<file path="src/rtl/jtag_pkg.sv">
// jtag_pkg -- shared definitions for the JTAG TAP controller.
//   tap_state_e     : the 16 TAP states in the IEEE 1149.1 4-bit encoding
//   IDCODE_LENGTH   : width of the IDCODE data register
//   is_bypass()     : true when the low 'len' bits of an instruction are all ones
package jtag_pkg;

   typedef enum logic [3:0] {
      EXIT2_DR         = 4'h0,
      EXIT1_DR         = 4'h1,
      SHIFT_DR         = 4'h2,
      PAUSE_DR         = 4'h3,
      SELECT_IR_SCAN   = 4'h4,
      UPDATE_DR        = 4'h5,
      CAPTURE_DR       = 4'h6,
      SELECT_DR_SCAN   = 4'h7,
      EXIT2_IR         = 4'h8,
      EXIT1_IR         = 4'h9,
      SHIFT_IR         = 4'hA,
      PAUSE_IR         = 4'hB,
      RUN_TEST_IDLE    = 4'hC,
      UPDATE_IR        = 4'hD,
      CAPTURE_IR       = 4'hE,
      TEST_LOGIC_RESET = 4'hF
   } tap_state_e;

   localparam int IDCODE_LENGTH = 32;

   // Instructions are passed zero-extended to 32 bits so one helper serves
   // any instruction width up to 32.
   function automatic logic is_bypass(input logic [31:0] instr, input int unsigned len);
      logic [31:0] mask;
      mask = 32'hFFFF_FFFF >> (32 - len);
      return (instr & mask) == mask;
   endfunction

endpackage

</file>
<file path="src/rtl/jtag_tap_fsm.sv">
// jtag_tap_fsm -- IEEE 1149.1 TAP state machine.
//   tck, reset, tms     : clock, synchronous active-high reset, mode select
//   tap_state           : current state encoding
//   tap_state_next      : state that will be entered at the next tck edge
//   capture_dr .. test_logic_reset : one-hot decodes of the current state
module jtag_tap_fsm
   import jtag_pkg::*;
(
   input  logic       tck,
   input  logic       reset,
   input  logic       tms,
   output logic [3:0] tap_state,
   output logic [3:0] tap_state_next,
   output logic       capture_dr,
   output logic       shift_dr,
   output logic       update_dr,
   output logic       capture_ir,
   output logic       shift_ir,
   output logic       update_ir,
   output logic       test_logic_reset
);

   tap_state_e state_reg;
   tap_state_e state_next;

   always_ff @(posedge tck) begin
      if (reset) begin
         state_reg <= TEST_LOGIC_RESET;
      end else begin
         state_reg <= state_next;
      end
   end

   always_comb begin
      state_next = state_reg;
      case (state_reg)
         TEST_LOGIC_RESET: state_next = tms ? TEST_LOGIC_RESET : RUN_TEST_IDLE;
         RUN_TEST_IDLE:    state_next = tms ? SELECT_DR_SCAN   : RUN_TEST_IDLE;
         SELECT_DR_SCAN:   state_next = tms ? SELECT_IR_SCAN   : CAPTURE_DR;
         CAPTURE_DR:       state_next = tms ? EXIT1_DR         : SHIFT_DR;
         SHIFT_DR:         state_next = tms ? EXIT1_DR         : SHIFT_DR;
         EXIT1_DR:         state_next = tms ? UPDATE_DR        : PAUSE_DR;
         PAUSE_DR:         state_next = tms ? EXIT2_DR         : PAUSE_DR;
         EXIT2_DR:         state_next = tms ? UPDATE_DR        : SHIFT_DR;
         UPDATE_DR:        state_next = tms ? SELECT_DR_SCAN   : RUN_TEST_IDLE;
         SELECT_IR_SCAN:   state_next = tms ? TEST_LOGIC_RESET : CAPTURE_IR;
         CAPTURE_IR:       state_next = tms ? EXIT1_IR         : SHIFT_IR;
         SHIFT_IR:         state_next = tms ? EXIT1_IR         : SHIFT_IR;
         EXIT1_IR:         state_next = tms ? UPDATE_IR        : PAUSE_IR;
         PAUSE_IR:         state_next = tms ? EXIT2_IR         : PAUSE_IR;
         EXIT2_IR:         state_next = tms ? UPDATE_IR        : SHIFT_IR;
         UPDATE_IR:        state_next = tms ? SELECT_DR_SCAN   : RUN_TEST_IDLE;
         default:          state_next = TEST_LOGIC_RESET;
      endcase
   end

   assign tap_state        = state_reg;
   assign tap_state_next   = state_next;
   assign capture_dr       = (state_reg == CAPTURE_DR);
   assign shift_dr         = (state_reg == SHIFT_DR);
   assign update_dr        = (state_reg == UPDATE_DR);
   assign capture_ir       = (state_reg == CAPTURE_IR);
   assign shift_ir         = (state_reg == SHIFT_IR);
   assign update_ir        = (state_reg == UPDATE_IR);
   assign test_logic_reset = (state_reg == TEST_LOGIC_RESET);

endmodule

</file>
<file path="src/rtl/jtag_tap_ctrl.sv">
// jtag_tap_ctrl -- JTAG TAP controller with IR, BYPASS and IDCODE registers.
//   tck, reset        : clock and synchronous active-high reset
//   tms, tdi          : TAP mode select and serial data in (LSB first)
//   tdo, tdo_oe       : serial data out and its enable (Shift-DR/Shift-IR)
//   user_tdo          : serial return from an external user data register
//   ir                : current instruction
//   user_select       : instruction is neither BYPASS nor IDCODE
//   tap_state         : current TAP state encoding
//   capture_dr .. test_logic_reset : state decodes for external registers
module jtag_tap_ctrl
   import jtag_pkg::*;
#(
   parameter int                   IR_LENGTH    = 4,
   parameter logic [31:0]          IDCODE_VALUE = 32'h020F30DD,
   parameter logic [IR_LENGTH-1:0] IDCODE_INSTR = 4'b0110,
   parameter logic [IR_LENGTH-1:0] IR_CAPTURE   = 4'b0101
) (
   input  logic                 tck,
   input  logic                 reset,
   input  logic                 tms,
   input  logic                 tdi,
   output logic                 tdo,
   output logic                 tdo_oe,
   input  logic                 user_tdo,
   output logic [IR_LENGTH-1:0] ir,
   output logic                 user_select,
   output logic [3:0]           tap_state,
   output logic                 capture_dr,
   output logic                 shift_dr,
   output logic                 update_dr,
   output logic                 capture_ir,
   output logic                 shift_ir,
   output logic                 update_ir,
   output logic                 test_logic_reset
);

   logic [3:0]               tap_state_next;
   logic [IR_LENGTH-1:0]     ir_reg;
   logic [IR_LENGTH-1:0]     ir_shift_reg;
   logic                     bypass_reg;
   logic [IDCODE_LENGTH-1:0] idcode_reg;
   logic [31:0]              ir_ext;
   logic                     bypass_sel;
   logic                     idcode_sel;
   logic                     ir_reset;

   jtag_tap_fsm u_fsm (
      .tck              (tck),
      .reset            (reset),
      .tms              (tms),
      .tap_state        (tap_state),
      .tap_state_next   (tap_state_next),
      .capture_dr       (capture_dr),
      .shift_dr         (shift_dr),
      .update_dr        (update_dr),
      .capture_ir       (capture_ir),
      .shift_ir         (shift_ir),
      .update_ir        (update_ir),
      .test_logic_reset (test_logic_reset)
   );

   assign ir_ext      = 32'(ir_reg);
   assign bypass_sel  = is_bypass(ir_ext, IR_LENGTH);
   assign idcode_sel  = (ir_reg == IDCODE_INSTR);
   assign user_select = !bypass_sel && !idcode_sel;

   // The instruction is forced to IDCODE on the edge that enters
   // Test-Logic-Reset as well as on every edge spent there, so ir already
   // reads IDCODE in the first cycle of Test-Logic-Reset.
   assign ir_reset = test_logic_reset || (tap_state_next == TEST_LOGIC_RESET);

   always_ff @(posedge tck) begin
      if (reset) begin
         ir_reg <= IDCODE_INSTR;
      end else if (ir_reset) begin
         ir_reg <= IDCODE_INSTR;
      end else if (update_ir) begin
         ir_reg <= ir_shift_reg;
      end
   end

   always_ff @(posedge tck) begin
      if (reset) begin
         ir_shift_reg <= IR_CAPTURE;
      end else if (capture_ir) begin
         ir_shift_reg <= IR_CAPTURE;
      end else if (shift_ir) begin
         ir_shift_reg <= {tdi, ir_shift_reg[IR_LENGTH-1:1]};
      end
   end

   // Data registers only move in Capture-DR/Shift-DR of their own
   // instruction; pause and exit states leave them untouched.
   always_ff @(posedge tck) begin
      if (reset) begin
         bypass_reg <= 1'b0;
      end else if (bypass_sel && capture_dr) begin
         bypass_reg <= 1'b0;
      end else if (bypass_sel && shift_dr) begin
         bypass_reg <= tdi;
      end
   end

   always_ff @(posedge tck) begin
      if (reset) begin
         idcode_reg <= IDCODE_VALUE;
      end else if (idcode_sel && capture_dr) begin
         idcode_reg <= IDCODE_VALUE;
      end else if (idcode_sel && shift_dr) begin
         idcode_reg <= {tdi, idcode_reg[IDCODE_LENGTH-1:1]};
      end
   end

   // tdo is combinational so the captured LSB is visible in the first cycle
   // of a Shift state; N shift edges therefore return N captured bits.
   always_comb begin
      tdo = 1'b0;
      if (shift_ir) begin
         tdo = ir_shift_reg[0];
      end else if (shift_dr) begin
         if (bypass_sel) begin
            tdo = bypass_reg;
         end else if (idcode_sel) begin
            tdo = idcode_reg[0];
         end else begin
            tdo = user_tdo;
         end
      end
   end

   assign tdo_oe = shift_dr || shift_ir;
   assign ir     = ir_reg;

endmodule

</file>
<file path="config.mk">
export PLATFORM = sky130hd
export DESIGN_NAME = jtag_tap_ctrl
export DESIGN_NICKNAME = d
export VERILOG_FILES = /design/src/rtl/jtag_pkg.sv /design/src/rtl/jtag_tap_fsm.sv /design/src/rtl/jtag_tap_ctrl.sv
export SDC_FILE = /design/constraint.sdc
export NUM_CORES = 1
export LEC_CHECK = 0
export CAP_MARGIN = 20
export CORE_ASPECT_RATIO = 0.7
export CORE_MARGIN = 2
export CORE_UTILIZATION = 51
export CTS_BUF_LIST = sky130_fd_sc_hd__clkbuf_16
export DETAILED_ROUTE_END_ITERATION = 10
export PLACE_DENSITY = 0.74
export SYNTH_ARGS = -nofsm -noshare
export SYNTH_HDL_FRONTEND = slang
export SYNTH_SLANG_ARGS = --single-unit
</file>
<file path="constraint.sdc">
create_clock -name tck -period 2 [get_ports tck]
set_input_delay 0.4 -clock tck [delete_from_list [all_inputs] [get_ports tck]]
set_output_delay 0.4 -clock tck [all_outputs]
set_load 0.005 [all_outputs]
</file>
==> impl_metrics.json <==
{
  "ys_warn_count": 0,
  "ctsHoldBuffers": 0,
  "maxSlewViolCount": 0,
  "ys_ff_latch": 45,
  "r2r_slack_ns": 0.38,
  "min_path_type": "reg2reg",
  "min_path_cells": 2,
  "dr_wl_met2_um": 2179,
  "cp.required_ns": 1.60,
  "reg2regPathDepth": 5,
  "maxSlewHeadroom_pct": 73.00,
  "irDropWorstVdd_uv": 577.6,
  "die_y_um": 55.01,
  "layout-area-overhead-vs-synth_pct": 34.79,
  "drive_gt1_share_pct": 24.48,
  "grt_max_degree": 22,
  "yosys.area.top_type": "dfxtp_1",
  "rr_startpoint": "ir[1]",
  "row_count": 18,
  "die_area_mm2": 0.004228,
  "globalplace.congestion": 0.8043,
  "gr-total-overflow": 0,
  "diodes": 0,
  "path_class": "reg2out",
  "start_util_pct": 53.61,
  "dpl_cell_area_mm2": 0.002203,
  "core_region_area_mm2": 0.003536,
  "synth_area_leaders": "dfxtp_1 48%, mux2i_1 4.8%, nor2_1 4.8%",
  "design_area_mm2": 0.002555,
  "grt_pass1_wl_um": 7431,
  "syn_nets": 204,
  "dp_hpwl_um": 3024,
  "crit_arrival_ns": 1.53,
  "seq_area_um2": 922.1,
  "powerDensity_mw_per_mm2": 866.8,
  "clk_latency_ns": 0.28,
  "top_layer_used": "met4",
  "grt_setup_unrepaired": "false",
  "seq_area_frac_synth_pct": 47.52,
  "cts_buffers": 5,
  "pin_count": 23,
  "nets": 245,
  "cp-start-kind": "flip-flop",
  "status": "completed",
  "htreeDepth": 2,
  "root_buffer": "clkbuf_16",
  "worst_r2r_endpoint": "idcode_reg[14]",
  "synth_cell_types": 43,
  "cp-end-kind": "output port",
  "dr.pass1.iters": 4,
  "clock_sinks": 45,
  "first_global_vias": 1488,
  "p_leak_nw": 1.095,
  "fp.dieW_um": 76.87,
  "vias": 1660,
  "port_buffers": 22,
  "period_share_pct": 96.41,
  "totalWireLength_um": 4714,
  "max_freq_mhz": 518.6,
  "grt_use_total_pct": 23.30,
  "hold_viol": 0,
  "routedWlPerCell_um": 16.20,
  "tightestPinTransition_ns": 0.3994,
  "fin_crit_ns": 1.928,
  "fill_cells": 258,
  "drtIter0Drc": 90,
  "antenna_found_initial": 0,
  "cts.clk_slew.worst_paths_ns": 0.06,
  "tritoncts": "yes",
  "path_max_fanout": 11,
  "netlist.area_leader.share_pct": 47.52,
  "met3_length_um": 168,
  "holdPathEnd": "idcode_reg[22]",
  "clock_path_buffers": 2,
  "maxCapViolations": 0,
  "largest_reg_flops": 32,
  "viasPerCell": 5.704,
  "wl_met1_um": 2261,
  "ant_nets": 0,
  "finClkSkew_ns": 0.007473,
  "worst_hold_slack_ns": 0.4867,
  "netlist_instances": 199,
  "drc": 0,
  "syn_area_mm2": 0.001896,
  "multi_input_area_um2": 939.7,
  "setup_viol": 0,
  "avgSynthCellArea_um2": 9.525,
  "worstHoldStart": "idcode_reg[22]"
}
[worst max-delay path: stages (launching register included)]
cell	delay (ns)
dfxtp_4	0.38
buf_6	0.15
nand2_2	0.09
nor2_1	0.12
clkdlybuf4s50_1	0.51
[cells in the mapped netlist (all sizes together)]
library cell / count
nor3b: 1
a21boi: 1
nand2b: 1
o21a: 2
o22ai: 6
a221o: 1
o32ai: 4
or3b: 1
and3: 1
a32oi: 3
a21oi: 4
a32o: 6
mux2i: 9
nand4b: 1
nand3: 7
a21bo: 2
o21ai: 8
o21ba: 1
nor4b: 2
dfxtp: 45
o2bb2ai: 3
a22oi: 10
nor2: 24
nor4bb: 3
and4: 1
and2: 2
nor3: 2
or4bb: 1
nand2: 16
inv: 5
and4b: 1
a211o: 1
clkbuf: 8
and3b: 1
a21o: 1
buf: 8
nor2b: 6
[layout by cell type (no fill, tap or decap), types with 6 or more instances in the layout]
cell / count
nand3_1: 7
mux2i_1: 9
a32o_1: 6
nor2_1: 24
o22ai_1: 6
dlygate4sd2_1: 6
nand2_1: 13
buf_4: 24
a22oi_1: 10
o21ai_0: 8
dfxtp_1: 38
clkdlybuf4s50_1: 12
[layout make-up]
class / instances / share of cell area, %
clock buffers: 5 / 4.897
clock inverters: 3 / 1.812
inverters: 5 / 0.7346
multi-input cells: 133 / 36.78
flip-flops and latches: 45 / 36.09
well taps: 50 / 2.449
repair buffers: 50 / 17.24
[cells by family after synthesis]
group                  share of synthesized area, %
muxes                                         4.753
AOI/OAI and AO/OA                             21.06
DFF                                           47.52
and+or+nand+nor                               20.66
buffers and inverters                         6.006
[metrics by stage]
step	util (%)	worst slack (ns)	total power [mW]	TNS, ns	instances
floorplan	-	0.5078	1.113	0	199
global placement	62.31	-0.2491	1.232	-0.2491	271
detailed placement	62.31	-0.3239	1.245	-0.3239	271
CTS	71.37	0.006353	2.208	0	289
global route	72.26	0.02785	2.296	0	291
finish	72.26	0.07180	2.215	0	291
[worst max path at each step]
| stage | depth (start not counted) | from | slack [ns] | to |
|---|---|---|---|---|
| global route | 4 | u_fsm.tap_state[3] | 0.03 | test_logic_reset |
| CTS | 5 | u_fsm.tap_state[2] | 0.006 | update_ir |
| global placement | 5 | user_tdo | -0.25 | tdo |
| floorplan | 3 | u_fsm.tap_state[0] | 0.51 | tdo |
| detailed placement | 5 | user_tdo | -0.32 | tdo |
| finish | 4 | u_fsm.tap_state[3] | 0.07 | test_logic_reset |
[metal layers]
layer / global-route usage [%] / up-vias
li1: - / 811
met1: 30.71 / 803
met2: 38.16 / 34
met3: 4.708 / 12
met4: 10.30 / 0
met5: 0 / -
[report_power, final]
group	total, mW	internal [mW]	switching, mW
Combinational	0.343	0.187	0.156
Clock	0.925	0.591	0.335
Sequential	0.946	0.917	0.0293
[what timing repair did]
action | in CTS | in global routing
setup endpoints to repair | 10 | 5
buffers inserted | 10 | 2
resized for setup | 30 | 8
pin swaps | 4 | 1
No activity file was read; power rests on OpenSTA's default activity.
